[src/rtl/generador_pwm_servos.sv]
// Four-channel hobby-servo PWM generator sharing one period counter; angles latch at period boundaries.
// Optional: define SERVO_SLEW_EN to limit each shadow angle to a bounded step per period.
module generador_pwm_servos #(
  parameter int CICLOS_US      = 50,
  parameter int PERIODO_US     = 20000,
  parameter int PULSO_MIN_US   = 500,
  parameter int PASO_US        = 10,
  parameter int ANGULO_MAX     = 180,
  parameter int ANGULO_INICIAL = 90
) (
  input  logic       clk,
  input  logic       reset_n,
  input  logic       habilitar,
  input  logic [7:0] angulo_servo_1,
  input  logic [7:0] angulo_servo_2,
  input  logic [7:0] angulo_servo_3,
  input  logic [7:0] angulo_servo_4,
  output logic [3:0] pwm,
  output logic       inicio_periodo,
  output logic       activo
);

  localparam int CW = $clog2(PERIODO_US);
  localparam int PW = (CICLOS_US > 1) ? $clog2(CICLOS_US) : 1;
  localparam logic [7:0] ANG_MAX = 8'(ANGULO_MAX);
  localparam logic [7:0] ANG_INI = 8'(ANGULO_INICIAL);

  typedef enum logic {APAGADO, ACTIVO} estado_t;

  estado_t       estado_reg;
  logic [PW-1:0] presc_reg;
  logic [CW-1:0] cont_us_reg;
  logic          inicio_reg;
  logic          activo_reg;
  logic          tick_us;
  logic          fin_periodo;
  logic          cargar;
  logic [7:0]    angulo_in [4];

  assign angulo_in[0] = angulo_servo_1;
  assign angulo_in[1] = angulo_servo_2;
  assign angulo_in[2] = angulo_servo_3;
  assign angulo_in[3] = angulo_servo_4;

  assign tick_us     = (estado_reg == ACTIVO) && (presc_reg == PW'(CICLOS_US - 1));
  assign fin_periodo = tick_us && (cont_us_reg == CW'(PERIODO_US - 1));
  // Shadows change only where a new period begins, so a pulse is never cut or stretched.
  assign cargar      = fin_periodo || ((estado_reg == APAGADO) && habilitar);

  assign inicio_periodo = inicio_reg;
  assign activo         = activo_reg;

  always_ff @(posedge clk or negedge reset_n) begin
    if (!reset_n) begin
      estado_reg  <= APAGADO;
      presc_reg   <= '0;
      cont_us_reg <= '0;
      inicio_reg  <= 1'b0;
      activo_reg  <= 1'b0;
    end else begin
      case (estado_reg)
        APAGADO: begin
          presc_reg   <= '0;
          cont_us_reg <= '0;
          inicio_reg  <= habilitar;
          activo_reg  <= habilitar;
          if (habilitar) estado_reg <= ACTIVO;
        end
        ACTIVO: begin
          presc_reg <= tick_us ? '0 : presc_reg + 1'b1;
          if (fin_periodo)  cont_us_reg <= '0;
          else if (tick_us) cont_us_reg <= cont_us_reg + 1'b1;
          inicio_reg <= fin_periodo && habilitar;
          activo_reg <= !(fin_periodo && !habilitar);
          if (fin_periodo && !habilitar) estado_reg <= APAGADO;
        end
        default: estado_reg <= APAGADO;
      endcase
    end
  end

  genvar gi;
  generate
    for (gi = 0; gi < 4; gi++) begin : g_canal
      logic [7:0]  objetivo;
      logic [7:0]  sombra_reg;
      logic [7:0]  sombra_next;
      logic [15:0] ancho_us;
      logic        pwm_reg;

      assign objetivo = (angulo_in[gi] > ANG_MAX) ? ANG_MAX : angulo_in[gi];

`ifdef SERVO_SLEW_EN
      localparam logic [7:0] SLEW_GRADOS = 8'd2;
      always_comb begin
        sombra_next = objetivo;
        if (objetivo > sombra_reg) begin
          if (objetivo - sombra_reg > SLEW_GRADOS) sombra_next = sombra_reg + SLEW_GRADOS;
        end else if (sombra_reg - objetivo > SLEW_GRADOS) begin
          sombra_next = sombra_reg - SLEW_GRADOS;
        end
      end
`else
      always_comb begin
        sombra_next = objetivo;
      end
`endif

      assign ancho_us = 16'(PULSO_MIN_US) + 16'(sombra_reg) * 16'(PASO_US);

      always_ff @(posedge clk or negedge reset_n) begin
        if (!reset_n) begin
          sombra_reg <= ANG_INI;
          pwm_reg    <= 1'b0;
        end else begin
          if (cargar) sombra_reg <= sombra_next;
          pwm_reg <= (estado_reg == ACTIVO) && (16'(cont_us_reg) < ancho_us);
        end
      end

      assign pwm[gi] = pwm_reg;
    end
  endgenerate

endmodule
[config.mk]
export PLATFORM = sky130hd
export DESIGN_NAME = generador_pwm_servos
export DESIGN_NICKNAME = d
export VERILOG_FILES = /design/src/rtl/generador_pwm_servos.sv
export SDC_FILE = /design/constraint.sdc
export NUM_CORES = 1
export LEC_CHECK = 0
export ABC_AREA = 1
export CAP_MARGIN = 20
export CORE_MARGIN = 3
export CORE_UTILIZATION = 40
export CTS_BUF_LIST = sky130_fd_sc_hd__clkbuf_8
export CTS_CLUSTER_SIZE = 10
export DETAILED_ROUTE_END_ITERATION = 8
export PLACE_DENSITY_LB_ADDON = 0.1
export REMOVE_ABC_BUFFERS = 1
export SLEW_MARGIN = 0
export SYNTH_ARGS = -nofsm -noshare
export SYNTH_HDL_FRONTEND = slang
export SYNTH_SLANG_ARGS = --single-unit
[constraint.sdc]
create_clock -name clk -period 7.1 [get_ports clk]
set_clock_uncertainty 0.2 [all_clocks]
set_input_delay 1.42 -clock clk [delete_from_list [all_inputs] [get_ports clk]]
set_output_delay 1.42 -clock clk [all_outputs]
set_load 0.005 [all_outputs]
======== After elaboration in Yosys (flattened, before gate mapping) ========
Index checks and enable logic that the tools add are counted.
word-level totals
  flip-flop bits (word level) ............. 60
  input port bits ......................... 35
  output and inout bits ................... 6
  logic and storage cells ................. 61
cells by class
  add/subtract/negate cells ............... 6
  $mul .................................... 4
  $lt $le $gt $ge ......................... 8
  equality and inequality tests ........... 3
  muxes and demuxes ....................... 14
  bitwise gates (word level) .............. 1
  reduce and logical (&&, ||, !) cells .... 12
operators with widths
  operator                                                                 count
  15-bit by 13-bit less-than comparator with 1-bit output                  4
  9-bit by 12-bit adder with 13-bit output, first input constant           4
  8-bit by 3-bit multiplier with 11-bit output, second input constant      4
  8-bit > comparator, second input constant                                4
  8-bit 2-to-1 mux                                                         4
  15-bit 2-to-1 mux                                                        2
  15-bit one-hot mux with 2 select lines                                   1
  15-bit by 1-bit adder with 15-bit output, second input constant          1
  15-bit equality test, second input constant                              1
  6-bit one-hot mux with 2 select lines                                    1
  1-bit logical AND                                                        9
  6-bit by 1-bit adder with 6-bit output, second input constant            1
  6-bit equality test, second input constant                               1
  6-bit 2-to-1 mux                                                         1
  1-bit one-hot mux with 2 select lines                                    3
  3-bit by 1-bit inequality test with 1-bit output, second input constant  1
  1-bit zero test                                                          2
  1-bit 2-to-1 mux                                                         2
  1-bit logical OR                                                         1
  1-bit inverter                                                           1

======== Logic depth before layout (Yosys ltp) ========
Gate-level depths: netlist of the first run.
  depth after elaboration ................. 6
  mapped depth ............................ 19
  gate-level depth less buffers ........... 19

======== Worst setup path after synthesis of the first run ========
OpenSTA, ideal clock, no wires.
  path type ............................... reg-to-reg
  start point ............................. reg g_canal[3].sombra_reg[1]
  end point ............................... reg g_canal[3].pwm_reg
  library setup time ...................... 123 ps
  arrival time ............................ 2,753 ps
  data required time ...................... 6,777 ps
  slack ................................... 4,025 ps
  cell stages (with the launch flop) ...... 17
  path through ............................ dfstp_2 > ha_1 > ha_1 > inv_1 > fa_1 > nor3b_1 > nand2_1 > inv_1 > nand3_1 > nand3_1 > nand2_1 > ha_1 > nand2_1 > nor4_1 > o21ai_0 > nand2_1 > nor2_1
between the ends
  cells in the longest elaborated chain, start to end .. 4
RTL lines
  element                                                  RTL line  text
  from (decl)                                              86        logic [7:0] sombra_reg;
  from (signal assigned)                                   116       if (cargar) sombra_reg <= sombra_next;
  8-bit by 3-bit multiplier with 11-bit output             109       assign ancho_us = 16'(PULSO_MIN_US) + 16'(sombra_reg) * 16'(PASO_US);
  9-bit by 12-bit adder with 13-bit output                 109
  15-bit by 13-bit less-than comparator with 1-bit output  117       pwm_reg <= (estado_reg == ACTIVO) && (16'(cont_us_reg) < ancho_us);
  1-bit logical AND                                        117
  to (signal assigned)                                     117
  to (decl)                                                89        logic pwm_reg;
No other way between the ends.
A chain may end at the register's enable or synchronous reset.

======== Worst setup path in the final report of the first run ========
  start point ............................. reg g_canal[0].sombra_reg[1]
  end point ............................... reg g_canal[0].pwm_reg
between the ends
  cells in the longest elaborated chain, start to end .. 4
RTL lines
  element                                                  RTL line
  from (decl)                                              86
  from (signal assigned)                                   116
  8-bit by 3-bit multiplier with 11-bit output             109
  9-bit by 12-bit adder with 13-bit output                 109
  15-bit by 13-bit less-than comparator with 1-bit output  117
  1-bit logical AND                                        117
  to (signal assigned)                                     117
  to (decl)                                                89
No other way between the ends.

==> reports/results.tsv, run 1 <==
metric	value	unit
P&R area growth vs syn	12.06	%
Hold WS	0.2864	ns
Synth cell types	32	
Post-CTS Hold Buffers	0	
DP Wirelength	10450	microns
first-pass GRT wire length	24080	microns
max-slew violation count	0	
synthesized area	6161	sq um
relative slew slack	46.68	%
share of flip-flops with an asynchronous set or reset	100.0	%
CP max stage cell	dfstp_2	
hold path startpoint	presc_reg[5]$_DFF_PN0_	
Largest register FFs	32	
core area	14810	sq um
Initial Util	41.60	%
critical path class	reg2reg	
Leak	3.719	nW
hold path endpoint	presc_reg[5]$_DFF_PN0_	
max incr delay on CP	0.59	ns
power share of the clock group	30.6	%
DP Area	6688	sq um
clock tree sinks	59	
pin count of the biggest net entering global routing	60	
final wirelength	13910	microns
layout cells sized above 1	7.743	%
n_diodes	0	
Syn Area/Cell	7.090	sq um
global route total overflow	0	
most frequent cells in the layout	nand2_1, inv_1, ha_1	
NetSw	0.4110	mW
initial antenna violation count	0	
Worst setup SP type	flop	
cells on worst reg2reg path	17	
Tcrit/Tclk final	48.52	%
#FFs+latches synth	59	
DR WL/cell	12.63	microns
status	completed	
PwrDens	165.4	nW/um^2
FF-to-FF Start	g_canal[0].sombra_reg[1]$_DFFE_PN1P_	
Via density	4.917	
RR Endpoint	g_canal[0].pwm_reg$_DFF_PN0_	
Max VDD drop	0.1034	mV
worst hold path type	reg2reg	
setup ws final	3.655	ns
YS warnings	0	
post_cts resized	0	
vias	5414	
Critical Path RT	7.14	ns
vias in the first global route	5057	
sw frac	36.00	%
CTS tree	built	
sequential share of the synthesized area	24.29	%
DRC errors left	0	
Final Setup Violations	0	
CP max FO	5	
post-synthesis instance total	869	
R2R setup slack	3.66	ns
RSZ-0062 raised after global routing	false	
DP Worst Slack	3.372	ns
Initial DRC Count	208	
CP arrival	3.49	ns
io pins	41	
die width	130.1	microns
Final min period	3.445	ns
port bufs	40	
htree depth	3	
Reg power frac	32.2	%
Worst Hold Path Cells	1	
Logic pwr share	37.2	%
Root Buffer	clkbuf_8	
setup_tns	0	ns
Post-synth EDFFs	0	
Critical path origin	g_canal[0].sombra_reg[1]$_DFFE_PN1P_	
die height	130.1	microns
max-cap viol count	0	
Most common cell on crit path	nand2_1	
RD Place Congestion	0.8206	
total CTS buffers	9	
Detail Route Antenna Nets	0	
ys flop type	dfrtp_1	
CP cell instances	ha_1 > ha_1 > inv_1 > fa_1 > inv_1 > nor3_1 > nand2_1 > inv_1 > nand3_1 > nand3_1 > nand2_1 > ha_1 > nand2_1 > nor4_1 > o21ai_0 > nand2_1 > nor2_1	
Max Root-Sink Buffers	2	
internal power	0.7307	mW
setup bufs post-CTS	0	
total track usage	17.68	%
Hold Vio Cnt, Final	0	
Slew @ Worst Pin	0.7998	ns
Clk pin slew, worst setup/hold paths	0.08	ns
Layout Nets	1050	
Critical Path Sink Type	flop	
TritonRoute pass-1 iters	4	
most common cell after layout, fill and taps aside	nand2_1	
Max Fclk	290.3	MHz
Die Area	16930	sq um
# rows	44	
final cell area excluding filler cells	6904	sq um
Skew-Pair Late Insertion Delay	0.36	ns
## power groups by stage
stage | sequential, mW | combinational [mW] | clock [mW]
after detailed placement | 0.374 | 0.427 | 0
after floorplan | 0.369 | 0.335 | 0
after global placement | 0.374 | 0.427 | 0
after global routing | 0.370 | 0.505 | 0.375
final | 0.368 | 0.425 | 0.349
after CTS | 0.368 | 0.430 | 0.362
## stage by stage
| step | util [%] | std cells | total power [mW] |
|---|---|---|---|
| floorplan | - | 859 | 0.7042 |
| global placement | 45.16 | 1085 | 0.8006 |
| detailed placement | 45.16 | 1085 | 0.8006 |
| CTS | 46.62 | 1101 | 1.160 |
| global route | 46.62 | 1101 | 1.250 |
| finish | 46.62 | 1101 | 1.142 |
## worst max path at each step
stage	cells after the start	end	slack (ns)
2_1_floorplan	16	g_canal[3].pwm_reg$_DFF_PN0_	4.02
3_3_place_gp	6	g_canal[2].sombra_reg[7]$_DFFE_PN0P_	3.42
3_5_place_dp	5	g_canal[0].sombra_reg[7]$_DFFE_PN0P_	3.37
4_1_cts	17	g_canal[0].pwm_reg$_DFF_PN0_	3.65
5_1_grt	17	g_canal[2].pwm_reg$_DFF_PN0_	3.32
6_report	17	g_canal[0].pwm_reg$_DFF_PN0_	3.66
## layout make-up
type | count | area [sq um]
inverters | 121 | 454.2
repair buffers | 42 | 410.4
flip-flops and latches | 59 | 1496
clock inverters | 7 | 92.59
well taps | 184 | 230.2
multi-input cells | 679 | 4096
clock buffers | 9 | 123.9
fillers | 1532 | 7905
## cell usage after synthesis, types with 2 or more instances
library cell  count  area (sq um)
buf_6             4         45.04
buf_4             6         45.04
nand3b_1          4         30.03
inv_1           116         435.4
nor2_4            2         22.52
dfstp_2          16         420.4
nor2_2            2         12.51
nor2_1           60         225.2
fa_1              4         80.08
xor2_1           10         87.58
nand4_1          24         150.1
o21ai_1           5         25.02
o21ai_0          26         130.1
inv_2             5         18.77
nand3_2          21         210.2
nand2_1         251         942.2
nor3_1           15         75.07
xnor2_1          15         131.4
buf_8             2         30.03
nand2_2           2         12.51
a21oi_1          52         260.3
nor4_1            4         25.02
dfrtp_1          43          1076
ha_1             99          1239
nand3_1          74         370.4
## cells by family (layout without fill, tap and decap cells)
logic type / after synthesis / count (layout) / share of synthesized area, %
adder cells (fa/ha/maj): 103 / 103 / 21.41
AO/OA/AOI/OAI: 83 / 83 / 6.742
AND/OR/NAND/NOR: 464 / 464 / 34.55
other: 1 / 4 / 0.06087
XOR/XNOR: 25 / 25 / 3.554
buffers and inverters: 134 / 179 / 9.403
flip-flops: 59 / 59 / 24.29
## routing by layer
layer  global-route usage [%]  vias to the layer above  share of wire, %
li1                         -                     2954                 -
met1                    25.62                     2371                53
met2                    27.31                       77                42
met3                    2.538                       12               3.7
met4                    5.318                        0               1.3
met5                        0                        -                 0
## critical path: cells and delay by family (launching register included)
kind                     cells  cell delay, ns
AO/OA/AOI/OAI                1            0.18
flip-flops                   1            0.59
AND/OR/NAND/NOR              9            1.01
buffers and inverters        3            0.20
adder cells (fa/ha/maj)      4            1.15
Power figures use the tool's default switching activity.
==> run 2, diff against run 1 <==
clock period = 2.84 ns   (was 7.1 ns; I/O delays follow)
==> run 2 against run 1 <==
Non-clock buffer count rose by 106. Critical path type unchanged. First-iteration DRC count increased by 5.8%. Hold slack improved by 0.0019 ns. Combinational power increased to 3.7 times the previous value. Utilization rose by 7.3 points. The flow now finishes with violations (setup timing).
==> reports/results.tsv, run 2 (same netlist as run 1, synthesis figures left out) <==
metric	value	unit	change
Initial DRC Count	220		+5.8%
relative slew slack	58.86	%	+12 points
CP max stage cell	dfstp_2		
CP max FO	3		-2
WP buf/inv	3		unchanged
n_diodes	0		unchanged
first-pass GRT wire length	25320	microns	+5.1%
clock tree sinks	59		unchanged
pin count of the biggest net entering global routing	39		-35%
wire length on met3	536	microns	+4.1%
Top Layer Used	met4		
total track usage	18.68	%	+1.0 points
most frequent cells in the layout	nand2_1, inv_1, buf_4		
setup ws final	-0.4329	ns	-4.088 ns
Leak	4.241	nW	+14%
Largest register FFs	32		unchanged
io pins	41		unchanged
RD Place Congestion	0.8318		+1.4%
final cell area excluding filler cells	7989	sq um	+16%
Clk pin slew, worst setup/hold paths	0.08	ns	about the same
Root Buffer	clkbuf_8		
Critical Path Sink Type	flop		
core area	14810	sq um	unchanged
total CTS buffers	9		unchanged
DR WL/cell	12.48	microns	-1.2%
die height	130.1	microns	unchanged
max incr delay on CP	0.57	ns	-0.02 ns
Detail Route Antenna Nets	0		unchanged
routed wl met2	6997	microns	+19%
Final Util	53.95	%	+7.3 points
DRC errors left	0		unchanged
max-cap viol count	0		unchanged
# fillers	1449		-5.4%
Hold Vio Cnt, Final	0		unchanged
Critical Path RT	2.87	ns	-4.27 ns
final wirelength	15070	microns	+8.4%
vias in the first global route	5502		+8.8%
global route total overflow	0		unchanged
Die Area	16930	sq um	unchanged
Tcrit/Tclk final	115.2	%	+67 points
port bufs	40		unchanged
CTS tree	built		
worst hold path type	reg2reg		
initial antenna violation count	0		unchanged
# rows	44		unchanged
DP Worst Slack	-0.4515	ns	-3.824 ns
FF/Latch Area	1496	sq um	unchanged
CP cell instances	ha_4 > ha_4 > inv_2 > fa_1 > nor3b_4 > nand2_1 > inv_2 > buf_6 > nand3_4 > nand2_1 > nand2_1 > nand2_2 > ha_4 > nand2_4 > nor4_4 > o21ai_1 > nand2_1 > nor2_2		
status	finished, violations left		
Max Root-Sink Buffers	2		unchanged
Most common cell on crit path	nand2_1		
Cells after DPL	1180		+8.8%
vias	5823		+7.6%
Largest delay share family, worst path	adder cells		
layout cells sized above 1	22.39	%	+15 points
die width	130.1	microns	unchanged
Final Setup Violations	4		+4
multi-input logic area	4403	sq um	+7.5%
Slew @ Worst Pin	0.6149	ns	-0.1849 ns
Worst setup SP type	flop		
WL met1	7174	microns	-1.8%
most common cell after layout, fill and taps aside	nand2_1		
TritonRoute pass-1 iters	4		unchanged
Layout Nets	1156		+10%
PwrDens	400.2	nW/um^2	+140%
DP Area	7413	sq um	+11%
critical path class	reg2reg		
fin cells	1207		+9.6%
DP Wirelength	11630	microns	+11%
Final min period	3.273	ns	-0.1718 ns
P&R area growth vs syn	29.67	%	
CP arrival	3.31	ns	-0.18 ns
Max Fclk	305.5	MHz	+5.2%
Hold WS	0.2883	ns	+0.001903 ns
Via density	4.824		-1.9%
htree depth	3		unchanged
max-slew violation count	0		unchanged
Initial Util	41.60	%	unchanged
failing checks	setup timing		
RSZ-0062 raised after global routing	true		
Skew-Pair Late Insertion Delay	0.36	ns	about the same
Max VDD drop	0.1809	mV	+75%
[run 2: cell types whose count changed in the layout (fill, tap and decap cells not counted), moves of 5 or more]
| cell | change |
|---|---|
| inv_2 | +10 |
| nand2_1 | -13 |
| ha_1 | -13 |
| ha_4 | +12 |
| nand2_2 | +12 |
| o21ai_1 | +5 |
| o21ai_0 | -5 |
| buf_4 | +102 |
| inv_1 | -10 |
[run 2: path summary, 6_finish.rpt]
check,startpoint,to,slack (ns),cells after the start
max reg2reg,g_canal[3].sombra_reg[1]$_DFFE_PN1P_,g_canal[3].pwm_reg$_DFF_PN0_,-0.43,18
min in group asynchronous,reset_n,g_canal[2].pwm_reg$_DFF_PN0_,0.53,2
max in group asynchronous,reset_n,g_canal[1].sombra_reg[4]$_DFFE_PN1P_,1.24,3
max,g_canal[3].sombra_reg[1]$_DFFE_PN1P_,g_canal[3].pwm_reg$_DFF_PN0_,-0.43,18
min reg2reg,presc_reg[5]$_DFF_PN0_,presc_reg[5]$_DFF_PN0_,0.29,1
min,presc_reg[5]$_DFF_PN0_,presc_reg[5]$_DFF_PN0_,0.29,1
[run 2: final cells by class]
type                            instances  area share, %
Sequential cell                        59          18.73
Timing Repair Buffer                  148          15.38
Tap cell                              184          2.882
Clock inverter                          7         0.6578
Clock buffer                            9          1.551
Inverter                              121          5.685
Multi-Input combinational cell        679          55.11
[run 2: routing by layer]
| layer | GRT usage (%) | vias to the layer above |
|---|---|---|
| met2 | 31.32 | 89 |
| li1 | - | 3162 |
| met1 | 24.64 | 2546 |
| met5 | 0 | - |
| met3 | 2.374 | 26 |
| met4 | 6.968 | 0 |
[run 2: worst reg2reg max path: cells and delay by family, from the launching register on]
family                     cells  cell delay [ns]
AOI/OAI and AO/OA              1             0.11
adders and majority gates      4             1.09
buffers and inverters          3             0.21
DFF                            1             0.57
and+or+nand+nor               10             0.97
[run 2: report_power, final]
part / total [mW] / internal, mW / switching [mW]
Combinational: 1.57 / 0.798 / 0.768
Sequential: 0.910 / 0.882 / 0.0271
Clock: 0.721 / 0.318 / 0.403
Total: 3.20 / 2.00 / 1.20
[run 2: timing repair]
action	CTS	global route
gates resized for setup	35	35
hold buffers	1	0
hold endpoints to repair	18	0
endpoints found under the setup margin	4	4
pin swaps	29	20
buffers inserted	5	5
[run 2: metrics by stage]
step | total power [mW] | TNS, ns
detailed placement | 2.290 | -1.631
CTS | 3.107 | -1.256
global placement | 2.272 | -1.066
finish | 3.197 | -1.311
floorplan | 1.761 | -0.8820
global route | 3.472 | -2.137
